===== src/rtl/leak_shreg_bank.sv =====
// Trigger-armed bank of per-channel rotating registers driven by a state/round-key fold.
// Optional build macro LEAK_SHREG_AUTO_DISARM_EN adds a dwell counter that returns ACTIVE to IDLE.
module leak_shreg_bank #(
  parameter int                 NUM_CH        = 8,
  parameter int                 SHREG_W       = 8,
  parameter int                 TAP_W         = 8,
  parameter logic [127:0]       TRIG_PATTERN  = 128'h00112233_44556677_8899aabb_ccddeeff,
  parameter int                 TRIG_COUNT    = 1,
  parameter logic [SHREG_W-1:0] SHREG_INIT    = SHREG_W'({16{2'b10}}),
  parameter int                 DISARM_CYCLES = 1024
) (
  input  logic                        clk,
  input  logic                        rst,
  input  logic                        state_valid,
  input  logic [127:0]                state,
  input  logic [NUM_CH*128-1:0]       rk,
  output logic                        active,
  output logic [NUM_CH-1:0]           enable,
  output logic [NUM_CH*SHREG_W-1:0]   shreg,
  output logic [7:0]                  hit_cnt
);

  localparam logic [1:0] ST_IDLE   = 2'd0;
  localparam logic [1:0] ST_ARMED  = 2'd1;
  localparam logic [1:0] ST_ACTIVE = 2'd2;

  localparam logic [7:0] HIT_TARGET = 8'(TRIG_COUNT);

  logic [1:0]        fsm_q;
  logic [1:0]        fsm_d;
  logic [7:0]        hit_cnt_q;
  logic [7:0]        hit_cnt_d;
  logic              hit;
  logic [NUM_CH-1:0] fold;
  logic [NUM_CH-1:0] enable_q;

  assign hit    = state_valid && (state == TRIG_PATTERN);
  assign active = (fsm_q == ST_ACTIVE);

`ifdef LEAK_SHREG_AUTO_DISARM_EN
  localparam logic [15:0] DWELL_LAST = 16'(DISARM_CYCLES - 1);

  logic [15:0] dwell_q;
  logic        dwell_done;

  assign dwell_done = (dwell_q == DWELL_LAST);

  // Counter sits at zero outside ACTIVE so the first ACTIVE cycle sees 0.
  always_ff @(posedge clk) begin
    if (!rst) begin
      dwell_q <= 16'd0;
    end else if (fsm_q != ST_ACTIVE) begin
      dwell_q <= 16'd0;
    end else begin
      dwell_q <= dwell_q + 16'd1;
    end
  end
`else
  logic dwell_done;
  assign dwell_done = 1'b0;
`endif

  always_comb begin
    fsm_d     = fsm_q;
    hit_cnt_d = hit_cnt_q;
    case (fsm_q)
      ST_IDLE, ST_ARMED: begin
        if (hit) begin
          hit_cnt_d = hit_cnt_q + 8'd1;
          fsm_d     = (hit_cnt_d == HIT_TARGET) ? ST_ACTIVE : ST_ARMED;
        end
      end
      ST_ACTIVE: begin
        if (dwell_done) begin
          fsm_d     = ST_IDLE;
          hit_cnt_d = 8'd0;
        end
      end
      default: begin
        fsm_d     = ST_IDLE;
        hit_cnt_d = 8'd0;
      end
    endcase
  end

  always_ff @(posedge clk) begin
    if (!rst) begin
      fsm_q     <= ST_IDLE;
      hit_cnt_q <= 8'd0;
    end else begin
      fsm_q     <= fsm_d;
      hit_cnt_q <= hit_cnt_d;
    end
  end

  assign hit_cnt = hit_cnt_q;

  genvar c;
  generate
    for (c = 0; c < NUM_CH; c++) begin : g_fold
      assign fold[c] = ^(state[TAP_W-1:0] & rk[c*128 +: TAP_W]);
    end
  endgenerate

  always_ff @(posedge clk) begin
    if (!rst) begin
      enable_q <= '0;
    end else begin
      enable_q <= {NUM_CH{active}} & fold;
    end
  end

  assign enable = enable_q;

  // Each channel rotates right independently on its own registered enable.
  generate
    for (c = 0; c < NUM_CH; c++) begin : g_shreg
      logic [SHREG_W-1:0] q;

      always_ff @(posedge clk) begin
        if (!rst) begin
          q <= SHREG_INIT;
        end else if (enable_q[c]) begin
          q <= {q[0], q[SHREG_W-1:1]};
        end
      end

      assign shreg[c*SHREG_W +: SHREG_W] = q;
    end
  endgenerate

endmodule


===== config.mk =====
export PLATFORM = sky130hd
export DESIGN_NAME = leak_shreg_bank
export DESIGN_NICKNAME = d
export VERILOG_FILES = /design/src/rtl/leak_shreg_bank.sv
export SDC_FILE = /design/constraint.sdc
export NUM_CORES = 1
export LEC_CHECK = 0
export ABC_AREA = 1
export ABC_CLOCK_PERIOD_IN_PS = 1700
export BUFFER_PORTS_ARGS = -buffer_cell sky130_fd_sc_hd__clkbuf_2
export CAP_MARGIN = 20
export CORE_AREA = 2 2 479 481
export DETAILED_ROUTE_END_ITERATION = 10
export DIE_AREA = 0 0 481 483
export PLACE_DENSITY_LB_ADDON = 0.15
export RECOVER_POWER = 50
export SETUP_SLACK_MARGIN = 0.15
export SLEW_MARGIN = 20
export SYNTH_ARGS = -nofsm -noshare
export SYNTH_HDL_FRONTEND = slang
export SYNTH_SLANG_ARGS = --single-unit

===== constraint.sdc =====
create_clock -name clk -period 1.7 [get_ports clk]
set_input_delay 0.51 -clock clk [delete_from_list [all_inputs] [get_ports clk]]
set_output_delay 0.51 -clock clk [all_outputs]
set_load 0.005 [all_outputs]

==> results of run 1 <==
## cells in the mapped netlist
library cell,count
and3_1,1
o21ai_0,36
xor2_1,8
inv_1,79
or2_2,1
ha_1,2
nor2_2,1
nand3_1,48
nor2_1,142
dfxtp_1,82
buf_6,6
xnor2_1,48
nand4_1,38
buf_4,4
buf_2,1
nand2_1,216
nand3b_1,2
nor3_1,6
nand3_2,1
clkbuf_1,16
a21oi_1,9
## what timing repair did
action	CTS	global route
gates cloned	0	1
gates resized for setup	56	122
pin swaps	7	48
buffers inserted	2	1
endpoints found under the setup margin	24	13
## power breakdown
part	total [mW]	internal [mW]	switching, mW
logic	0.907	0.469	0.438
registers	1.92	1.92	0.0000000000000000701
clock network	2.06	1.03	1.03
## logic make-up after synthesis
kind of cell / share of synthesized area (%)
XOR/XNOR: 10.4
AO/OA/AOI/OAI: 4.75
adder cells (fa/ha/maj): 0.528
flip-flops: 34.7
AND/OR/NAND/NOR: 40.0
buffers and inverters: 9.69
## through the flow
stage               worst slack, ns  setup TNS [ns]  power [mW]  hold slack, ns  area, um^2
floorplan                     0.167               0        2.33           0.475        4740
global placement             -0.716           -6.92        2.87           0.475       10500
detailed placement           -0.755           -7.07        2.86           0.472       10500
CTS                         -0.0753          -0.405        5.01           0.435       11000
global route                -0.0305          -0.109        5.16           0.442       11400
finish                       0.0973               0        4.88           0.434       11400
## cell type report
type	count	area, um^2
diodes	2	5.00
clock buffers	9	225
clock inverters	7	70.1
fillers	27133	215000
inverters	79	309
multi-input cells	559	2960
flip-flops and latches	82	1650
well taps	3009	3760
repair buffers	377	2430
## metal layers
metal	track usage [%]	part of all wire (%)	routed length [um]
met4	0.691	1.1	393
met1	2.79	33	11800
met2	6.50	62	22100
met5	0	0	0
met3	0.549	3.6	1270
## registers in the layout (all words and copies together), names as in the netlist
signal     cells
hit_cnt        8
enable         8
g_shreg.q     64
fsm_q          2
## tightest hold or removal path: stages
cell and delay (ns):
clkbuf_2 0.13, o21ai_0 0.08, nor2_1 0.04
## path summary, 6_finish.rpt
kind | startpoint | to | slack, ns | cells after the start
worst max-delay path | state[25] | hit_cnt[3] | 0.1 | 12
worst min-delay path | rst | g_shreg[3].q[6] | 0.43 | 3
worst max register to register | fsm_q[1] | fsm_q[1] | 0.22 | 9
worst min register to register | g_shreg[5].q[5] | g_shreg[5].q[5] | 0.49 | 2
==> reports/qor.yml, run 1 <==
outcome: "finished clean"
max_slew_margin_pct: 50.1
syn_area_mm2: 0.00474
max_freq_mhz: 624
slowest_delay_ns: 0.19
crit_chain: "clkbuf_2 -> inv_1 -> nand2_1 -> nor2_1 -> nand2_2 -> nor2_4 -> nand2_4 -> nor2_4 -> nand3_4 -> clkbuf_16 -> a21oi_2 -> nor2_1"
drtIter0Drc: 176
antenna_found_initial: 4
layout-drive-gt1-share_pct: 43.3
grt_first_pass_wirelength_um: 48500
critPathKind: "in -> reg"
dr.pass1.iters: 4
powerDensity_mw_per_mm2: 428
synth_top_area_cell: "dfxtp_1"
portBuffers: 275
clkTransAtPathRegs_ns: 0.07
leakagePower_nw: 4.02
hpwl_um: 31600
synth_top_area_share_pct: 34.7
yosysWarnings: 0
hold_violations: 0
ys_seq_area_share_pct: 34.7
root_buffer: "clkbuf_16"
vias: 5871
die_h_um: 483
drv_slew: 0
rows: 175
worst-path-buf-inv: 3
cts_tree: "yes"
dieArea_mm2: 0.232
insertion_delay_ns: 0.38
ys_seq_elements: 82
cts_hold_buf: 0
layout_commonest_cell: "clkbuf_2"
crit_required_ns: 1.97
design.core.area_mm2: 0.227
routabilityCongestion: 0.697
grt_pass1_vias: 6152
wire_per_inst_um: 8.63
ioPinCount: 1236
track_usage_pct: 3.01
clk_path_buf_depth: 2
routed_wl_um: 35600
drtAntennaViolNets: 0
place_inst: 4102
min_period_ns: 1.60
fin_worst_skew_ns: 0.0120
post-route-period-util_pct: 94.3
critPathSlowestCell: "clkbuf_16"
hold_class: "in -> reg"
drc_errors: 0
rsz0062_at_grt: "true"
syn_inst: 747
cts_inserted_buffers: 9
tightest_slew_ns: 0.748
gr-total-overflow: 0
setup_viol: 0
critPathCaptureType: "register"
crit_family: "simple AND/OR/NAND/NOR gates"
grt_max_degree: 60
utilization_pct: 5.03
area_growth_pct: 141
start_util_pct: 2.09
syn-num-nets: 1904
cap_violations: 0
fin_cells: 4124
ir_drop_v: 0.000357
mostFrequentLayoutCells: "clkbuf_2, nand2_1, nor2_1"
startpoint_type: "primary input"
clock-sinks: 82
cp_max_fo: 7
htreeDepth: 3
crit_arrival_ns: 1.87
nets: 2265
die_w_um: 481
yosys-top-cells-area: "dfxtp_1, nand2_1, nor2_1"
synth_cell_types: 21
via_per_inst: 1.42
avgSynthCellArea_um2: 6.34
Note: power is estimated with default switching activity, not from simulation.
==> run 2, diff against run 1 <==
==> constraint.sdc (replaced) <==
create_clock -name clk -period 1.7 [get_ports clk]
set_input_delay 0.51 -clock clk [delete_from_list [all_inputs] [get_ports clk]]
set_output_delay 0.51 -clock clk [all_outputs]
set_load 0.02 [all_outputs]
==> run 2 against run 1 <==
Final cell count grew 0.41%. First-iteration DRC count grew 4.0%. Setup slack lost 0.079 ns. Critical path type is now reg -> out.
==> reports/qor.yml, run 2 (synthesis gave the netlist of run 1 again) <==
drc_errors: 0  # unchanged
htreeDepth: 3  # unchanged
vias: 5970  # was 5871
powerDensity_mw_per_mm2: 443  # was 428 mW/mm^2
area_growth_pct: 147  # was 141%
hold_class: "in -> reg"  # unchanged
grt_first_pass_wirelength_um: 49700  # was 48500 um
die_w_um: 481  # unchanged
cts_inserted_buffers: 9  # unchanged
fin_cells: 4141  # was 4124
dieArea_mm2: 0.232  # unchanged
routabilityCongestion: 0.693  # was 0.697
drv_slew: 0  # unchanged
worst-path-buf-inv: 3  # unchanged
mostFrequentLayoutCells: "clkbuf_2, nand2_1, nor2_1"  # unchanged
routed_wl_um: 35900  # was 35600 um
layout-drive-gt1-share_pct: 44.7  # was 43.3%
ir_drop_v: 0.000444  # was 0.000357 V
rsz0062_at_grt: "true"  # unchanged
track_usage_pct: 3.08  # was 3.01%
crit_family: "flip-flops"  # was simple AND/OR/NAND/NOR gates
largest_reg_flops: 64  # unchanged
min_period_ns: 1.68  # was 1.60 ns
crit_chain: "clkinvlp_4 -> nor2_4 -> buf_6 -> buf_12"  # was clkbuf_2 -> inv_1 -> nand2_1 -> nor2_1 -> nand2_2 -> nor2_4 -> nand2_4 -> nor2_4 -> nand3_4 -> clkbuf_16 -> a21oi_2 -> nor2_1
clk_path_buf_depth: 2  # unchanged
max_freq_mhz: 594  # was 624 MHz
design.core.area_mm2: 0.227  # unchanged
min_delay_path_depth: 2  # was 3
place_ws_ns: -0.599  # was -0.755 ns
leakagePower_nw: 4.18  # was 4.02 nW
drtIter0Drc: 183  # was 176
max_slew_margin_pct: 52.2  # was 50.1%
outcome: "finished clean"  # unchanged
hpwl_um: 31700  # was 31600 um
cap_violations: 0  # unchanged
cts_tree: "yes"  # unchanged
portBuffers: 275  # unchanged
drtAntennaViolNets: 0  # unchanged
hold_violations: 0  # unchanged
tightest_slew_ns: 0.717  # was 0.748 ns
r2r-start: "fsm_q[1]"  # unchanged
post-route-period-util_pct: 98.9  # was 94.3%
insertion_delay_ns: 0.38  # about the same
antenna_found_initial: 7  # was 4
critPathCaptureType: "primary output"  # was register
cp_max_fo: 2  # was 7
place_inst: 4117  # was 4102
dr.pass1.iters: 4  # unchanged
cts_hold_buf: 0  # unchanged
grt_pass1_vias: 6332  # was 6152
clock-sinks: 82  # unchanged
gr-total-overflow: 0  # unchanged
crit_required_ns: 1.19  # was 1.97 ns
grt_max_degree: 59  # was 60
via_per_inst: 1.44  # was 1.42
min_to: "g_shreg[3].q[1]"  # was g_shreg[3].q[6]
p_total_mw: 5.19  # was 4.88 mW
slowest_delay_ns: 0.35  # was 0.19 ns
critPathKind: "reg -> out"  # was in -> reg
clkTransAtPathRegs_ns: 0.08  # was 0.07 ns
ioPinCount: 1236  # unchanged
rrSetupSlack_ns: 0.08  # was 0.22 ns
setup_viol: 0  # unchanged
whs_ns: 0.477  # was 0.434 ns
utilization_pct: 5.16  # was 5.03%
fin_worst_skew_ns: 0.0109  # was 0.0120 ns
min_from: "rst"  # unchanged
reg2reg_to: "fsm_q[0]"  # was fsm_q[1]
nets: 2283  # was 2265
worst_slack_ns: 0.0179  # was 0.0973 ns
start_util_pct: 2.09  # unchanged
rows: 175  # unchanged
startpoint_type: "register"  # was primary input
wire_per_inst_um: 8.68  # was 8.63 um
crit_arrival_ns: 1.17  # was 1.87 ns
root_buffer: "clkbuf_16"  # unchanged
layout_commonest_cell: "clkbuf_2"  # unchanged
critPathSlowestCell: "dfxtp_2"  # was clkbuf_16
rr_worst_depth: 12  # was 9
regMostFlops: "g_shreg.q"  # unchanged
die_h_um: 483  # unchanged
## run 2: cell types whose count changed in the layout (fill, tap and decap cells not counted), sizes merged, moves of 2 or more
cell / previous run / this run
buf: 110 / 140
bufinv: 0 / 2
clkbuf: 276 / 264
inv: 83 / 81
## run 2: metrics by stage
| step | instance area (um^2) | setup TNS (ns) |
|---|---|---|
| final | 11700 | 0 |
| after global routing | 11700 | -0.350 |
| after CTS | 11500 | -0.0921 |
| after detailed placement | 10700 | -5.57 |
| after global placement | 10700 | -5.54 |
| after floorplan | 4740 | 0 |
## run 2: worst max path at each step
stage                to  slack (ns)       start  cells past startpoint
4_1_cts          active       -0.09    fsm_q[1]                      4
3_3_place_gp   fsm_q[0]       -0.57   state[34]                     14
3_5_place_dp   fsm_q[0]       -0.60   state[34]                     14
2_1_floorplan  fsm_q[0]        0.15  hit_cnt[0]                      9
5_1_grt          active       -0.06    fsm_q[1]                      4
6_report         active        0.02    fsm_q[1]                      4
## run 2: area by class of cell
class	instances	area (um^2)
Clock inverter	7	105
Antenna cell	1	2.50
Multi-Input combinational cell	559	2990
Fill cell	27142	215000
Timing Repair Buffer	395	2640
Inverter	79	310
Sequential cell	82	1670
Clock buffer	9	225
Tap cell	3009	3760
## run 2: routing by layer
metal  vias to the layer above  GRT usage (%)  wire length [um]  share of wire [%]
met4                         6           1.05               762                2.1
met5                         -              0                41               0.11
met3                        33          0.660              1490                4.2
met2                       136           6.38             21500                 60
met1                      2706           2.89             12100                 34
li1                       3089              -                 -                  -
## run 2: where the power goes
group                 switching (mW)  total, mW  internal (mW)
Sequential     0.0000000000000000706       1.91           1.91
Clock                           1.03       2.34           1.32
Combinational                  0.434      0.931          0.497
## run 2: timing repair
action	CTS	global route
setup endpoints to repair	35	19
gates cloned	1	0
gates resized for setup	123	86
pin swaps	29	44
setup buffers	4	2
==> run 3, diff against run 2 <==
ABC_AREA = unset   (was 1)
CORE_AREA = 2 2 484 486   (was 2 2 479 481)
DIE_AREA = 0 0 486 488   (was 0 0 481 483)
==> run 3 against run 2 <==
Clock skew barely moved. The run now ends with negative setup slack left. Critical endpoint is now hit_cnt[2]. Setup slack got worse by 0.59 ns. Area after synthesis down 8.4%. Sequential power is essentially flat. First-iteration DRC count fell by 49%.
==> reports/qor.yml, run 3 <==
outcome: "complete, but fails checks"  # was finished clean
failed_checks: "negative setup slack"
final_area_mm2: 0.0107  # was 0.0117 mm^2
clkTransAtPathRegs_ns: 0.08  # about the same
synth_top_area_cell: "dfxtp_1"  # unchanged
worst_slack_ns: -0.572  # was 0.0179 ns
die_w_um: 486  # was 481 um
synth_top_flop_cell: "dfxtp_1"  # unchanged
insertion_delay_ns: 0.38  # about the same
htreeDepth: 3  # unchanged
r2r-start: "fsm_q[1]"  # unchanged
cts_inserted_buffers: 9  # unchanged
via_per_inst: 1.18  # was 1.44
rr_worst_depth: 8  # was 12
clock-sinks: 82  # unchanged
fillers: 27404  # was 27142
drtIter0Drc: 94  # was 183
portBuffers: 275  # unchanged
hpwl_um: 28400  # was 31700 um
design.core.area_mm2: 0.232  # was 0.227 mm^2
hold_violations: 0  # unchanged
rsz0062_at_grt: "true"  # unchanged
synth.top_cells.by_count: "nand2_1, dfxtp_1, mux2i_1, xnor2_1, nor2_1"  # was nand2_1, nor2_1, dfxtp_1, inv_1
routabilityCongestion: 0.669  # was 0.693
grt_first_pass_wirelength_um: 41100  # was 49700 um
leakagePower_nw: 3.20  # was 4.18 nW
regMostFlops: "g_shreg.q"  # unchanged
dr.pass1.iters: 4  # unchanged
gr-total-overflow: 0  # unchanged
start_util_pct: 1.87  # was 2.09%
drtAntennaViolNets: 0  # unchanged
synth_cell_types: 44  # was 21
avgSynthCellArea_um2: 9.10  # was 6.34 um^2
yosysWarnings: 0  # unchanged
wire_per_inst_um: 8.30  # was 8.68 um
clk_path_buf_depth: 2  # unchanged
slowest_delay_ns: 0.50  # was 0.35 ns
crit_required_ns: 2.00  # was 1.19 ns
syn_area_mm2: 0.00434  # was 0.00474 mm^2
largest_reg_flops: 64  # unchanged
antenna_found_initial: 5  # was 7
die_h_um: 488  # was 483 um
layout_commonest_cell: "clkbuf_2"  # unchanged
post-route-period-util_pct: 134  # was 98.9%
min_delay_path_depth: 2  # unchanged
fin_worst_skew_ns: 0.0108  # was 0.0109 ns
place_ws_ns: -1.31  # was -0.599 ns
critPathSlowestCell: "or4b_1"  # was dfxtp_2
startpoint_type: "register"  # unchanged
reg2reg_to: "hit_cnt[2]"  # was fsm_q[0]
syn-num-nets: 1634  # was 1904
root_buffer: "clkbuf_16"  # unchanged
place_area_mm2: 0.0101  # was 0.0107 mm^2
drc_errors: 0  # unchanged
track_usage_pct: 2.61  # was 3.08%
whs_ns: 0.509  # was 0.477 ns
rrSetupSlack_ns: -0.57  # was 0.08 ns
cp_max_fo: 4  # was 2
nets: 1969  # was 2283
mostFrequentLayoutCells: "clkbuf_2, nand2_1, dfxtp_1"  # was clkbuf_2, nand2_1, nor2_1
vias: 4555  # was 5970
async_reset_ff_share_pct: 0  # unchanged
syn_inst: 477  # was 747
crit_arrival_ns: 2.57  # was 1.17 ns
dieArea_mm2: 0.237  # was 0.232 mm^2
setup_viol: 12  # was 0
hold_class: "reg -> reg"  # was in -> reg
drv_slew: 0  # unchanged
routed_wl_um: 32000  # was 35900 um
ys_seq_area_share_pct: 37.8  # was 34.7%
ys_seq_elements: 82  # unchanged
cap_violations: 0  # unchanged
cts_tree: "yes"  # unchanged
powerDensity_mw_per_mm2: 456  # was 443 mW/mm^2
layout-drive-gt1-share_pct: 48.6  # was 44.7%
grt_max_degree: 42  # was 59
min_to: "g_shreg[1].q[3]"  # was g_shreg[3].q[1]
grt_pass1_vias: 4872  # was 6332
ir_drop_v: 0.000475  # was 0.000444 V
area_growth_pct: 147  # about the same
tightest_slew_ns: 0.766  # was 0.717 ns
critPathKind: "reg -> reg"  # was reg -> out
min_from: "g_shreg[1].q[3]"  # was rst
min_period_ns: 2.27  # was 1.68 ns
max_freq_mhz: 440  # was 594 MHz
yosys-top-cells-area: "dfxtp_1, mux2i_1, nand2_1"  # was dfxtp_1, nand2_1, nor2_1
p_total_mw: 4.88  # was 5.19 mW
critPathCaptureType: "register"  # was primary output
rows: 177  # was 175
crit_chain: "buf_12 -> and4b_4 -> nand4_1 -> buf_4 -> nor4_4 -> nand4_4 -> or4b_1 -> a31oi_1"  # was clkinvlp_4 -> nor2_4 -> buf_6 -> buf_12
synth_edf_count: 0  # unchanged
synth_most_common_cell: "nand2_1"  # unchanged
synth_top_area_share_pct: 37.8  # was 34.7%
max_slew_margin_pct: 48.9  # was 52.2%
ioPinCount: 1236  # unchanged
[run 3: cell families after synthesis]
group                      after synthesis  synth area share, %
and+or+nand+nor                        217                 27.3
buffers and inverters                   32                 4.27
AOI/OAI and AO/OA                       19                 2.85
DFF                                     82                 37.8
muxes                                   67                 15.5
adders and majority gates                2                0.576
xor gates and xnor gates                58                 11.7
[run 3: critical path, delay by kind of cell, from the launching register on]
family | cells | cell delay [ns]
flops | 1 | 0.34
buf+inv | 2 | 0.31
compound gates | 1 | 0.13
simple gates | 5 | 1.40
[run 3: layout make-up]
| cell class | count | area [um^2] | share of cell area, % |
|---|---|---|---|
| Multi-Input combinational cell | 363 | 2630 | 24.6 |
| Sequential cell | 82 | 1680 | 15.7 |
| Clock inverter | 7 | 73.8 | 0.689 |
| Tap cell | 3043 | 3810 | 35.6 |
| Clock buffer | 9 | 225 | 2.10 |
| Antenna cell | 2 | 5.00 | 0.0467 |
| Timing Repair Buffer | 351 | 2270 | 21.2 |
| Inverter | 5 | 18.8 | 0.175 |
[run 3: through the flow]
stage	utilization, %	setup TNS (ns)	std cells
2_1_floorplan	-	-3.70	477
3_3_place_gp	4.34	-24.30	3839
3_5_place_dp	4.35	-13.11	3841
4_1_cts	4.61	-6.88	3860
5_1_grt	4.62	-7.34	3860
6_report	4.62	-5.30	3862
[run 3: where the power goes]
part	switching [mW]	leakage, nW	internal (mW)
clock network	1.06	0.140	1.04
registers	0.00453	0.668	1.91
logic	0.390	2.40	0.480
[run 3: what timing repair did]
item,in CTS,in global routing
pin swaps,10,5
gates resized for setup,73,25
hold buffers,0,0
endpoints found under the setup margin,39,25
endpoints found under the hold margin,0,0
buffers inserted,3,0
[run 3: routing by layer]
layer	share of wire [%]	global-route usage (%)	wire length, um
met2	65	5.90	20800
met4	2.0	0.903	635
met3	2.9	0.409	938
met1	30	2.18	9710
met5	0	0	0
[run 3: worst max path at each step]
stage | slack [ns] | to | start | cells past startpoint
after floorplan | -0.58 | hit_cnt[2] | state[2] | 7
after global placement | -2.45 | hit_cnt[6] | state[95] | 10
after detailed placement | -1.31 | hit_cnt[6] | state[58] | 9
after CTS | -0.71 | hit_cnt[2] | fsm_q[1] | 8
after global routing | -0.73 | hit_cnt[6] | fsm_q[1] | 9
final | -0.57 | hit_cnt[2] | fsm_q[1] | 8
